File: src/rtl/reg_writeback_pkg.sv
// Shared definitions for the register-bank write path.
package reg_writeback_pkg;

    // Widths common with the register bank.
    localparam int unsigned ADDR_W = 5;
    localparam int unsigned DATA_W = 32;

    // One completed result; addr sits in the MSBs so the queue can expose it as a key.
    typedef struct packed {
        logic [ADDR_W-1:0] addr;
        logic [DATA_W-1:0] data;
        logic [DATA_W-1:0] ext;
    } wbEntry_t;

endpackage

File: src/rtl/reg_writeback_if.sv
// Result handshake from execute/memory stages into the write-back queue.
interface reg_writeback_if;
    import reg_writeback_pkg::*;

    logic              in_valid;
    logic              in_ready;
    logic [ADDR_W-1:0] in_addr;
    logic [DATA_W-1:0] in_data;
    logic [DATA_W-1:0] in_ext;

    modport master (
        output in_valid,
        output in_addr,
        output in_data,
        output in_ext,
        input  in_ready
    );

    modport slave (
        input  in_valid,
        input  in_addr,
        input  in_data,
        input  in_ext,
        output in_ready
    );

endinterface

File: src/rtl/reg_writeback_wb_fifo.sv
// Generic circular queue with push/pop/flush, exposing per-entry keys and a valid mask.
module wb_fifo #(
    parameter int unsigned DEPTH = 4,
    parameter int unsigned WIDTH = 8,
    parameter int unsigned KEY_W = 4
) (
    input  logic                   clk,
    input  logic                   reset,
    input  logic                   push,
    input  logic [WIDTH-1:0]       pushData,
    input  logic                   pop,
    input  logic                   flush,
    output logic [WIDTH-1:0]       popData,
    output logic [$clog2(DEPTH):0] count,
    output logic                   full,
    output logic                   empty,
    output logic [DEPTH*KEY_W-1:0] keys,
    output logic [DEPTH-1:0]       validMask
);

    localparam int unsigned PTR_W = $clog2(DEPTH);
    localparam logic [PTR_W:0] fullCount = (PTR_W+1)'(DEPTH);

    logic [WIDTH-1:0] mem [DEPTH];
    logic [PTR_W-1:0] wrPtrQ, rdPtrQ;
    logic [PTR_W:0]   countQ;
    logic             doPush, doPop;

    assign full    = (countQ == fullCount);
    assign empty   = (countQ == '0);
    assign doPush  = push && !full && !flush;
    assign doPop   = pop && !empty && !flush;
    assign popData = mem[rdPtrQ];
    assign count   = countQ;

    // Pointer and occupancy update; flush wins over push and pop.
    always_ff @(posedge clk or negedge reset) begin
        if (!reset) begin
            wrPtrQ <= '0;
            rdPtrQ <= '0;
            countQ <= '0;
        end else if (flush) begin
            wrPtrQ <= '0;
            rdPtrQ <= '0;
            countQ <= '0;
        end else begin
            if (doPush) wrPtrQ <= wrPtrQ + 1'b1;
            if (doPop)  rdPtrQ <= rdPtrQ + 1'b1;
            case ({doPush, doPop})
                2'b10:   countQ <= countQ + 1'b1;
                2'b01:   countQ <= countQ - 1'b1;
                default: countQ <= countQ;
            endcase
        end
    end

    // Storage needs no reset; validity comes from the pointers.
    always_ff @(posedge clk) begin
        if (doPush) mem[wrPtrQ] <= pushData;
    end

    for (genvar i = 0; i < DEPTH; i++) begin : gSlot
        logic [PTR_W-1:0] offset;
        // Distance from head, modulo DEPTH; slot is live if it lies within count.
        assign offset       = PTR_W'(i) - rdPtrQ;
        assign validMask[i] = ({1'b0, offset} < countQ);
        assign keys[i*KEY_W +: KEY_W] = mem[i][WIDTH-1 -: KEY_W];
    end

endmodule

File: src/rtl/reg_writeback.sv
// Write-side initiator: queues results, drains one per cycle to the register bank,
// and flags read-after-write hazards against queued or in-flight writes.
module reg_writeback
    import reg_writeback_pkg::*;
#(
    parameter int unsigned DEPTH = 4
) (
    input  logic                   clk,
    input  logic                   reset,
    reg_writeback_if.slave         inBus,
    input  logic                   hold,
    input  logic                   flush,
    output logic                   RegWrite,
    output logic [ADDR_W-1:0]      wrAddr,
    output logic [DATA_W-1:0]      wrData,
    output logic [DATA_W-1:0]      wrDataExt,
    input  logic [ADDR_W-1:0]      rdAddrA,
    input  logic [ADDR_W-1:0]      rdAddrB,
    output logic                   hazardA,
    output logic                   hazardB,
    output logic [$clog2(DEPTH):0] count
);

    wbEntry_t                pushEntry, headEntry;
    logic                    full, empty, push, pop;
    logic [DEPTH*ADDR_W-1:0] keys;
    logic [DEPTH-1:0]        validMask;

    logic              regWriteQ;
    logic [ADDR_W-1:0] wrAddrQ;
    logic [DATA_W-1:0] wrDataQ, wrDataExtQ;
    logic              hitA, hitB;

    assign inBus.in_ready = !full;
    // Writes to r0 complete the handshake but never occupy a slot.
    assign push      = inBus.in_valid && !full && (inBus.in_addr != '0) && !flush;
    assign pop       = !empty && !hold && !flush;
    assign pushEntry = {inBus.in_addr, inBus.in_data, inBus.in_ext};

    wb_fifo #(
        .DEPTH (DEPTH),
        .WIDTH ($bits(wbEntry_t)),
        .KEY_W (ADDR_W)
    ) uFifo (
        .clk       (clk),
        .reset     (reset),
        .push      (push),
        .pushData  (pushEntry),
        .pop       (pop),
        .flush     (flush),
        .popData   (headEntry),
        .count     (count),
        .full      (full),
        .empty     (empty),
        .keys      (keys),
        .validMask (validMask)
    );

    // Output stage: head is registered onto the write port; data holds when idle.
    always_ff @(posedge clk or negedge reset) begin
        if (!reset) begin
            regWriteQ  <= 1'b0;
            wrAddrQ    <= '0;
            wrDataQ    <= '0;
            wrDataExtQ <= '0;
        end else if (pop) begin
            regWriteQ  <= 1'b1;
            wrAddrQ    <= headEntry.addr;
            wrDataQ    <= headEntry.data;
            wrDataExtQ <= headEntry.ext;
        end else begin
            regWriteQ  <= 1'b0;
        end
    end

    assign RegWrite  = regWriteQ;
    assign wrAddr    = wrAddrQ;
    assign wrData    = wrDataQ;
    assign wrDataExt = wrDataExtQ;

    // Compare both read addresses against every live entry and the in-flight write.
    always_comb begin
        hitA = 1'b0;
        hitB = 1'b0;
        for (int i = 0; i < DEPTH; i++) begin
            if (validMask[i] && (keys[i*ADDR_W +: ADDR_W] == rdAddrA)) hitA = 1'b1;
            if (validMask[i] && (keys[i*ADDR_W +: ADDR_W] == rdAddrB)) hitB = 1'b1;
        end
        if (regWriteQ && (wrAddrQ == rdAddrA)) hitA = 1'b1;
        if (regWriteQ && (wrAddrQ == rdAddrB)) hitB = 1'b1;
    end

    // r0 is hard-wired, so reads of it never conflict.
    assign hazardA = hitA && (rdAddrA != '0);
    assign hazardB = hitB && (rdAddrB != '0);

endmodule

File: src/flat_wrapper.sv
// flat-port wrapper written by rule: the top's interface ports become plain ports
module reg_writeback_flat import reg_writeback_pkg::*;
#(
    parameter int unsigned DEPTH = 4
)
  (clk, reset, hold, flush, RegWrite, wrAddr, wrData, wrDataExt, rdAddrA, rdAddrB, hazardA, hazardB, count, inBus_in_valid, inBus_in_addr, inBus_in_data, inBus_in_ext, inBus_in_ready);
  reg_writeback_if inBus_i ();
  input  logic clk;
  input  logic reset;
  input  logic hold;
  input  logic flush;
  output logic RegWrite;
  output logic [ADDR_W-1:0] wrAddr;
  output logic [DATA_W-1:0] wrData;
  output logic [DATA_W-1:0] wrDataExt;
  input  logic [ADDR_W-1:0] rdAddrA;
  input  logic [ADDR_W-1:0] rdAddrB;
  output logic hazardA;
  output logic hazardB;
  output logic [$clog2(DEPTH):0] count;
  input wire logic [$bits(inBus_i.in_valid)-1:0] inBus_in_valid;
  input wire logic [$bits(inBus_i.in_addr)-1:0] inBus_in_addr;
  input wire logic [$bits(inBus_i.in_data)-1:0] inBus_in_data;
  input wire logic [$bits(inBus_i.in_ext)-1:0] inBus_in_ext;
  output wire logic [$bits(inBus_i.in_ready)-1:0] inBus_in_ready;
  assign inBus_i.in_valid = inBus_in_valid;
  assign inBus_i.in_addr = inBus_in_addr;
  assign inBus_i.in_data = inBus_in_data;
  assign inBus_i.in_ext = inBus_in_ext;
  assign inBus_in_ready = inBus_i.in_ready;
  reg_writeback #(.DEPTH(DEPTH)) u_core (.clk(clk), .reset(reset), .inBus(inBus_i), .hold(hold), .flush(flush), .RegWrite(RegWrite), .wrAddr(wrAddr), .wrData(wrData), .wrDataExt(wrDataExt), .rdAddrA(rdAddrA), .rdAddrB(rdAddrB), .hazardA(hazardA), .hazardB(hazardB), .count(count));
endmodule
File: config.mk
export PLATFORM = sky130hd
export DESIGN_NAME = reg_writeback_flat
export DESIGN_NICKNAME = d
export VERILOG_FILES = /design/src/rtl/reg_writeback_pkg.sv /design/src/rtl/reg_writeback_if.sv /design/src/rtl/reg_writeback_wb_fifo.sv /design/src/rtl/reg_writeback.sv /design/src/flat_wrapper.sv
export SDC_FILE = /design/constraint.sdc
export NUM_CORES = 1
export LEC_CHECK = 0
export BUFFER_PORTS_ARGS = -buffer_cell sky130_fd_sc_hd__buf_2
export CORE_MARGIN = 5
export CORE_UTILIZATION = 35
export DETAILED_ROUTE_END_ITERATION = 7
export PLACE_DENSITY_LB_ADDON = 0.3
export SLEW_MARGIN = 20
export SYNTH_ARGS = -nofsm -noshare
export SYNTH_HDL_FRONTEND = slang
export SYNTH_SLANG_ARGS = --single-unit
File: constraint.sdc
create_clock -name clk -period 9.15 [get_ports clk]
set_clock_uncertainty 0.2 [all_clocks]
set_input_delay 0 -clock clk [delete_from_list [all_inputs] [get_ports clk]]
set_output_delay 0 -clock clk [all_outputs]
set_load 0.01 [all_outputs]
==> impl_metrics.ini, run 1 <==
[run_status]
status = complete, no violations

[yosys]
syn_nets = 763
syn-mean-instance-area_um2 = 20.54
netlist_instances = 670
synth_top_cells_by_count = edfxtp_1, dfrtp_1, mux2_2, mux4_2, xnor2_1
synth_edf_count = 276
synth-seq-cells = 353
yosysUniqueCellTypes = 39
synth-seq-area-share = 0.7424
yosysWarnings = 0
async_reset_ff_frac = 0.2181
synth_area_leaders = edfxtp_1, dfrtp_1, mux4_2
yosysMostFrequentCell = edfxtp_1
synth_ff_type = edfxtp_1
netlist_area_mm2 = 0.01376
synth_area_leader_cell = edfxtp_1
synth_top_area_frac = 0.6023

[worst_setup_path]
crit_top_cell = a21oi_1
crit_fanout = 50
worstSetupPathType = flop to output pin
slowest_stage = dfrtp_4
cp_slowest_stage_delay_ns = 0.78
path_buf_inv = 3
rrSetupSlack_ns = 5.78
required_ns = 8.95
cp.arrival_ns = 3.57
startpoint_type = flop
crit_chain = buf_6, xnor2_1, inv_1, ha_1, a21oi_1, nor2_1, or4_1, a21oi_1, buf_2
path_delay_family = buffers and inverters
end_kind = output pin

[pwr]
p_sw_frac = 0.2698
power.leakage_nw = 6.094
p_per_area_mw_per_mm2 = 273.2
peakVddDrop_uv = 165.2
power.switching_mw = 1.265
pwr-share-comb = 0.228
seqPwrFrac = 0.454
power.share.clock = 0.318
internal_power_mw = 3.423

[global_route]
grt_pass1_wl_um = 46290
grt.overflow.total = 0
grt_pass1_vias = 7757
antenna_found_initial = 1
grt_usage = 0.1361
grt_start_max_net_pins = 73

[timing]
min_period_ns = 3.774
worst_pin_slew_ns = 1.073
hold-worst-slack_ns = 0.03654
fin_crit_sh = 0.4125
max_slew_margin = 0.2844
tns_ns = 0
hold_violations = 0
maxSlewViolCount = 0
setup_violations = 0
fmax_mhz = 264.9
rsz0062_at_grt = no

[routing]
wl_per_cell_um = 20.36
firstDrtPassIters = 4
routed-wl-met2_um = 14970
drc_errors = 0
highest_layer = met5
wl_met1_um = 12810
met3_wirelength_um = 1411
num_vias = 6949
drt-total-wl_um = 29890
drt_iter0_markers = 233
antenna_left = 0
avgViaCountPerCell = 4.734

[floorplanning]
dieArea_mm2 = 0.04338
start_util = 0.3552
core_area_mm2 = 0.03874
dieHeight_um = 208.3
chipWidth_um = 208.3
rows = 72
pin_count = 160

[clock_network]
clockRootBuffer = clkbuf_16
hold_buffers = 76
clockBufferDepth = 3
post_cts_resized = 0
h-tree-depth = 2
insertion_delay_ns = 0.51
post-cts-setup-buffers = 0
numCtsBuffers = 39
cts.sinks = 353
cts_tree = yes
path_clk_slew_ns = 0.06

[cells_and_area]
nets = 1012
area_growth_pct = 24.71
diodes = 0
drive_gt1_frac = 0.3832
fillCellCount = 3435

[place]
place.gp.congestion = 0.7936
portBuffers = 159
detailed_place_hpwl_um = 17790

[hold_path]
hp-class = primary input to flop

[job]
drv_cap = 0
[power groups by stage]
stage / logic [mW] / registers [mW] / clock network [mW]
finish: 1.07 / 2.13 / 1.49
detailed placement: 1.06 / 2.17 / 0
global placement: 1.05 / 2.16 / 0
CTS: 1.10 / 2.14 / 1.54
floorplan: 0.639 / 2.18 / 0
global route: 1.16 / 2.16 / 1.61
[area by class of cell]
type / count / area (um2) / area share
flip-flops and latches: 353 / 10220 / 0.5957
multi-input cells: 268 / 3354 / 0.1955
inverters: 13 / 48.80 / 0.002844
well taps: 518 / 648.1 / 0.03777
repair buffers: 244 / 1657 / 0.09654
clock inverters: 14 / 128.9 / 0.007511
clock buffers: 58 / 1100 / 0.06409
[layer usage]
layer  GRT usage  vias up
li1            -     3159
met1      0.1777     3570
met2      0.2353      166
met3     0.02666       52
met4     0.03443        2
met5           0        -
[cell usage in the layout (no fill, tap or decap), drive strengths merged, types with 2 or more instances in the layout]
master | Yosys | routed
a21oi | 7 | 7
and2 | 4 | 4
buf | 19 | 169
bufinv | 0 | 2
clkbuf | 17 | 58
clkinv | 0 | 10
dfrtp | 77 | 77
dlygate4sd3 | 0 | 75
edfxtp | 276 | 276
ha | 8 | 8
inv | 13 | 14
mux2 | 69 | 69
mux4 | 69 | 69
nand3 | 7 | 7
nor2 | 9 | 9
nor3 | 5 | 5
nor4 | 7 | 7
o21ai | 4 | 4
or4 | 4 | 4
xnor2 | 28 | 28
xor2 | 27 | 27
[sequential cells by signal (all words and copies together) (netlist names)]
signal / cells
u_core.uFifo.wrPtrQ: 2
u_core.wrData: 32
u_core.uFifo.count: 3
u_core.uFifo.rdPtrQ: 2
u_core.wrAddr: 5
u_core.RegWrite: 1
u_core.wrDataExt: 32
u_core.uFifo.mem: 276
[kinds of logic (layout without fill, tap and decap cells)]
group                    Yosys count  count (layout)  share of synthesized area
multiplexers                     138             138                     0.1694
buffers and inverters             49             329                    0.01491
XOR/XNOR                          55              55                    0.03501
adder cells (fa/ha/maj)            9               9                   0.008730
AO/OA/AOI/OAI                     22              22                    0.01182
flip-flops                       353             353                     0.7424
AND/OR/NAND/NOR                   44              44                    0.01773
[worst paths after layout]
kind / from / cells past startpoint / end
max reg2reg: u_core.uFifo.count[0] / 4 / u_core.uFifo.mem[2][22]
max in group asynchronous: reset / 4 / u_core.uFifo.rdPtrQ[0]
min in group asynchronous: reset / 4 / u_core.wrDataExt[4]
min: inBus_in_ext[23] / 2 / u_core.uFifo.mem[2][23]
max: u_core.uFifo.rdPtrQ[0] / 9 / hazardA
min reg2reg: u_core.wrData[25] / 1 / u_core.wrData[25]
[metrics by stage]
stage	power, mW	worst slack, ns	instances	instance area [um2]	util
5_1_grt	4.935	5.059	1468	17160	0.4430
6_report	4.688	5.376	1468	17160	0.4430
3_3_place_gp	3.214	5.533	1319	15130	0.3906
2_1_floorplan	2.818	5.491	670	13760	-
4_1_cts	4.773	4.971	1467	17130	0.4422
3_5_place_dp	3.232	5.550	1319	15130	0.3906
(Power assumes the default switching activity.)
==> run 2: changes to the inputs <==
==> constraint.sdc (replaced) <==
create_clock -name clk -period 3.15 [get_ports clk]
set_clock_uncertainty 0.2 [all_clocks]
set_input_delay 0 -clock clk [delete_from_list [all_inputs] [get_ports clk]]
set_output_delay 0 -clock clk [all_outputs]
set_load 0.01 [all_outputs]
==> run 2 against run 1 <==
Setup slack got worse by 5.2 ns. Combinational power rose to 3.1 times the previous value. Critical path depth down 1. Non-clock buffer count grew 33. Sequential share of layout area is 1.1 points lower. Hold slack lost 0.0087 ns. Die area unchanged. Power rose to 2.9 times the previous value. Sequential power grew to 2.8 times the previous value. Cell count grew 2.2%.
==> impl_metrics.ini, run 2 (synthesis gave the netlist of run 1 again) <==
[place]
place.gp.congestion = 0.8424
detailed_place_hpwl_um = 18580
portBuffers = 159

[pwr]
seqPwrFrac = 0.451
peakVddDrop_uv = 391.5
power.switching_mw = 3.704
pwr-share-comb = 0.244
p_sw_frac = 0.2750
power.leakage_nw = 6.241
power.share.clock = 0.305
internal_power_mw = 9.765
p_per_area_mw_per_mm2 = 770.1

[worst_setup_path]
end_kind = output pin
worstSetupPathType = flop to output pin
crit_fanout = 11
required_ns = 2.95
path_buf_inv = 2
cp.arrival_ns = 2.79
cp_slowest_stage_delay_ns = 0.57
slowest_stage = dfrtp_4
startpoint_type = flop
crit_chain = inv_1, ha_1, a21boi_0, o21a_1, or4_1, o211ai_1, o22a_1, buf_2
path_delay_family = compound AO/OA/AOI/OAI gates

[clock_network]
clockRootBuffer = clkbuf_16
cts_tree = yes
clockBufferDepth = 3
numCtsBuffers = 39
h-tree-depth = 2
insertion_delay_ns = 0.54
post_cts_resized = 0
path_clk_slew_ns = 0.06
cts.sinks = 353

[global_route]
grt.overflow.total = 0
grt_usage = 0.1374
antenna_found_initial = 1
grt_pass1_wl_um = 46490
grt_pass1_vias = 7878
grt_start_max_net_pins = 54

[timing]
rsz0062_at_grt = no
tns_ns = 0
maxSlewViolCount = 0
hold_violations = 0
max_slew_margin = 0.4843
setup_violations = 0
fin_crit_sh = 0.9482
min_period_ns = 2.987
worst_pin_slew_ns = 0.7736
fmax_mhz = 334.8

[routing]
drt-total-wl_um = 29670
antenna_left = 0
avgViaCountPerCell = 4.761
drt_iter0_markers = 444
drc_errors = 0
firstDrtPassIters = 4
num_vias = 7141
wl_per_cell_um = 19.78

[floorplanning]
chipWidth_um = 208.3
pin_count = 160
core_area_mm2 = 0.03874
start_util = 0.3552
dieHeight_um = 208.3
rows = 72
dieArea_mm2 = 0.04338

[cells_and_area]
fillCellCount = 3439
layout_commonest_cell = edfxtp_1
drive_gt1_frac = 0.3843
largest_reg_flops = 276
area_growth_pct = 27.12
layout_common_cells = edfxtp_1, buf_2, dlygate4sd3_1
nets = 1045
final_util = 0.4515
regMostFlops = u_core.uFifo.mem

[run_status]
status = complete, no violations

[job]
drv_cap = 0

[hold_path]
hp-class = primary input to flop
[run 2: power by group through the flow]
stage	Combinational [mW]	Sequential [mW]	Clock (mW)
global placement	3.23	6.16	0
finish	3.29	6.07	4.11
detailed placement	3.25	6.19	0
floorplan	1.86	6.32	0
global route	3.61	6.15	4.45
CTS	3.37	6.09	4.25
[run 2: area by class of cell]
cell class	count	area, um2	area share
antenna	1	2.502	0.0001431
clock buffer	53	1049	0.05995
clock inverter	17	102.6	0.005866
inverter	13	48.80	0.002790
multi-input combinational	268	3354	0.1918
sequential	353	10220	0.5844
tap	518	648.1	0.03706
timing repair buffer	277	2063	0.1180
[run 2: path summary, 6_finish.rpt]
| check | startpoint | to | slack [ns] | cells after the start |
|---|---|---|---|---|
| worst max-delay path | u_core.uFifo.rdPtrQ[1] | hazardB | 0.16 | 8 |
| worst min-delay path | inBus_in_data[25] | u_core.uFifo.mem[1][57] | 0.03 | 2 |
| worst max register to register | u_core.uFifo.count[0] | u_core.uFifo.count[2] | 0.51 | 8 |
| worst min register to register | u_core.wrData[23] | u_core.wrData[23] | 0.30 | 1 |
| max in group asynchronous | reset | u_core.wrDataExt[16] | 2.08 | 4 |
| min in group asynchronous | reset | u_core.wrAddr[1] | 0.41 | 4 |
[run 2: routing by layer]
layer  vias to the layer above  track usage  routed length [um]  part of all wire
met1                      3700       0.1846               13080              0.44
met5                         -            0                   0                 0
met3                        47      0.03028                1502             0.051
li1                       3223            -                   -                 -
met2                       171       0.2260               14460              0.49
met4                         0      0.04168                 625             0.021
[run 2: per-stage QoR]
stage / hold WS [ns] / instance area, um2 / power (mW) / setup WS [ns] / std cells
floorplan: -0.4956 / 13760 / 8.178 / 0.2484 / 670
CTS: 0.0003817 / 17480 / 13.71 / 0.01789 / 1498
global route: 0.02219 / 17490 / 14.20 / 0.01278 / 1499
global placement: -0.1020 / 15330 / 9.397 / 0.5567 / 1330
finish: 0.02781 / 17490 / 13.47 / 0.1630 / 1500
detailed placement: -0.09642 / 15330 / 9.439 / 0.5259 / 1330
[run 2: repair_timing]
| item | 4_1_cts | 5_1_grt |
|---|---|---|
| endpoints found under the hold margin | 361 | 0 |
| buffers inserted | 0 | 1 |
| hold buffers | 98 | 0 |
| setup endpoints to repair | 0 | 2 |
[run 2: worst reg2reg max path: stages, from the launching register on]
cell       delay (ns)
dfrtp_1          0.54
nor3b_1          0.15
a2111oi_4        0.59
nor2_1           0.13
fa_1             0.46
o21ai_0          0.19
a31oi_1          0.06
a21oi_1          0.12
a21oi_1          0.08
==> run 3: changes to the inputs <==
==> constraint.sdc (replaced) <==
create_clock -name clk -period 2.7 [get_ports clk]
set_clock_uncertainty 0.2 [all_clocks]
set_input_delay 0 -clock clk [delete_from_list [all_inputs] [get_ports clk]]
set_output_delay 0 -clock clk [all_outputs]
set_load 0.01 [all_outputs]
==> run 3 against run 2 <==
The run now ends with setup timing left. Via count is 2.1% lower. Critical path depth stayed put. Sequential power is 16% higher. Highest routed layer is now met5.
==> impl_metrics.ini, run 3 (synthesis gave the netlist of run 1 again) <==
[worst_setup_path]
slowest_stage = dfrtp_4
required_ns = 2.50
crit_start = u_core.uFifo.rdPtrQ[1]
end_kind = output pin
cp.arrival_ns = 2.55
worstSetupPathType = flop to output pin
path_delay_family = compound AO/OA/AOI/OAI gates
startpoint_type = flop
path_buf_inv = 2
crit_chain = inv_4, ha_4, a21boi_1, o21a_1, or4_1, o211ai_1, o22a_1, buf_2
cp_slowest_stage_delay_ns = 0.51
rr_startpoint = u_core.uFifo.count[2]
crit_fanout = 4

[cells_and_area]
largest_reg_flops = 276
fillCellCount = 3388
area_growth_pct = 27.41
nets = 1024
drive_gt1_frac = 0.4116
layout_common_cells = edfxtp_1, buf_2, dlygate4sd3_1
layout_commonest_cell = edfxtp_1
regMostFlops = u_core.uFifo.mem
final_area_mm2 = 0.01753

[timing]
worst_slack_ns = -0.05436
hold_violations = 0
fmax_mhz = 363.1
max_slew_margin = 0.6272
fin_crit_sh = 1.020
maxSlewViolCount = 0
rsz0062_at_grt = yes
setup_violations = 2
min_period_ns = 2.754
worst_pin_slew_ns = 0.5592

[global_route]
antenna_found_initial = 4
grt_pass1_wl_um = 45650
grt.overflow.total = 0
grt_pass1_vias = 7609
grt_usage = 0.1347
grt_start_max_net_pins = 78

[clock_network]
clockBufferDepth = 3
clockRootBuffer = clkbuf_16
h-tree-depth = 2
cts.sinks = 353
insertion_delay_ns = 0.52
numCtsBuffers = 39
path_clk_slew_ns = 0.06
cts_tree = yes

[place]
portBuffers = 159
dp_slack_ns = 0.2676
detailed_place_hpwl_um = 17940
postPlaceCellArea_mm2 = 0.01531
place.gp.congestion = 0.7812

[run_status]
status = finished with violations
violations = setup timing

[pwr]
power.leakage_nw = 6.253
peakVddDrop_uv = 604.0
p_per_area_mw_per_mm2 = 940.4
total_power_mw = 16.49

[routing]
drt-total-wl_um = 29490
firstDrtPassIters = 4
drc_errors = 0
antenna_left = 0
avgViaCountPerCell = 4.719
num_vias = 6994
drt_iter0_markers = 343
wl_per_cell_um = 19.90

[hold_path]
hp-class = primary input to flop
hold_path.startpoint = inBus_in_ext[12]

[floorplanning]
dieArea_mm2 = 0.04338
core_area_mm2 = 0.03874
chipWidth_um = 208.3
start_util = 0.3552
pin_count = 160
dieHeight_um = 208.3
rows = 72

[job]
drv_cap = 0
[run 3: cell types whose count changed in the layout (fill, tap and decap cells not counted), moves of 3 or more]
cell,change
dlygate4sd3_1,-22
clkinv_2,-3
clkinv_1,-3
bufinv_16,+5
[run 3: worst register-to-register path, stage by stage, from the launching register on]
cell and delay (ns):
dfrtp_1 0.46, nor3b_1 0.22, a2111oi_4 0.37, buf_4 0.27, and2_4 0.32, buf_4 0.29
[run 3: power breakdown]
group          switching (mW)  leakage, nW  total (mW)  internal (mW)
registers               0.416         3.42        7.07           6.66
logic                    1.89         2.19        3.99           2.10
clock network            2.09        0.641        5.42           3.33
total                    4.40         6.25        16.5           12.1
[run 3: repair_timing]
item,CTS,global route
gates resized for setup,12,3
hold endpoints to repair,361,0
hold buffers,75,0
endpoints found under the setup margin,2,2
setup buffers,4,0
pin swaps,8,9
gates cloned,1,0
[run 3: final cells by class]
class / count / area (um2) / share of cell area
clock buffers: 55 / 1097 / 0.06259
clock inverters: 17 / 231.5 / 0.01320
flip-flops and latches: 353 / 10220 / 0.5832
inverters: 13 / 51.30 / 0.002926
multi-input cells: 268 / 3415 / 0.1948
well taps: 518 / 648.1 / 0.03697
repair buffers: 256 / 1859 / 0.1061
diodes: 2 / 5.005 / 0.0002855
[run 3: layer usage]
metal | vias to the layer above | wire length, um | track usage
met5 | - | 21 | 0
met4 | 4 | 612 | 0.03511
met3 | 47 | 1314 | 0.03028
met2 | 158 | 14300 | 0.2202
met1 | 3604 | 13240 | 0.1843
li1 | 3181 | - | -
[run 3: stage by stage]
stage,TNS [ns],utilization,hold slack (ns),std cells
after floorplan,-55.64,-,-0.4956,670
after global routing,-0.2781,0.4526,0.01618,1482
after detailed placement,0,0.3953,-0.1187,1328
final,-0.08069,0.4526,0.02318,1482
after global placement,0,0.3953,-0.1189,1328
after CTS,-0.1952,0.4522,0.003660,1480
[run 3: worst paths after layout]
check	end	slack, ns	depth (start not counted)
min	u_core.uFifo.mem[0][12]	0.02	2
min in group asynchronous	u_core.RegWrite	0.46	4
max	hazardB	-0.05	8
min reg2reg	u_core.wrData[22]	0.30	1
max reg2reg	u_core.uFifo.mem[0][13]	0.26	5
max in group asynchronous	u_core.uFifo.rdPtrQ[1]	1.45	4
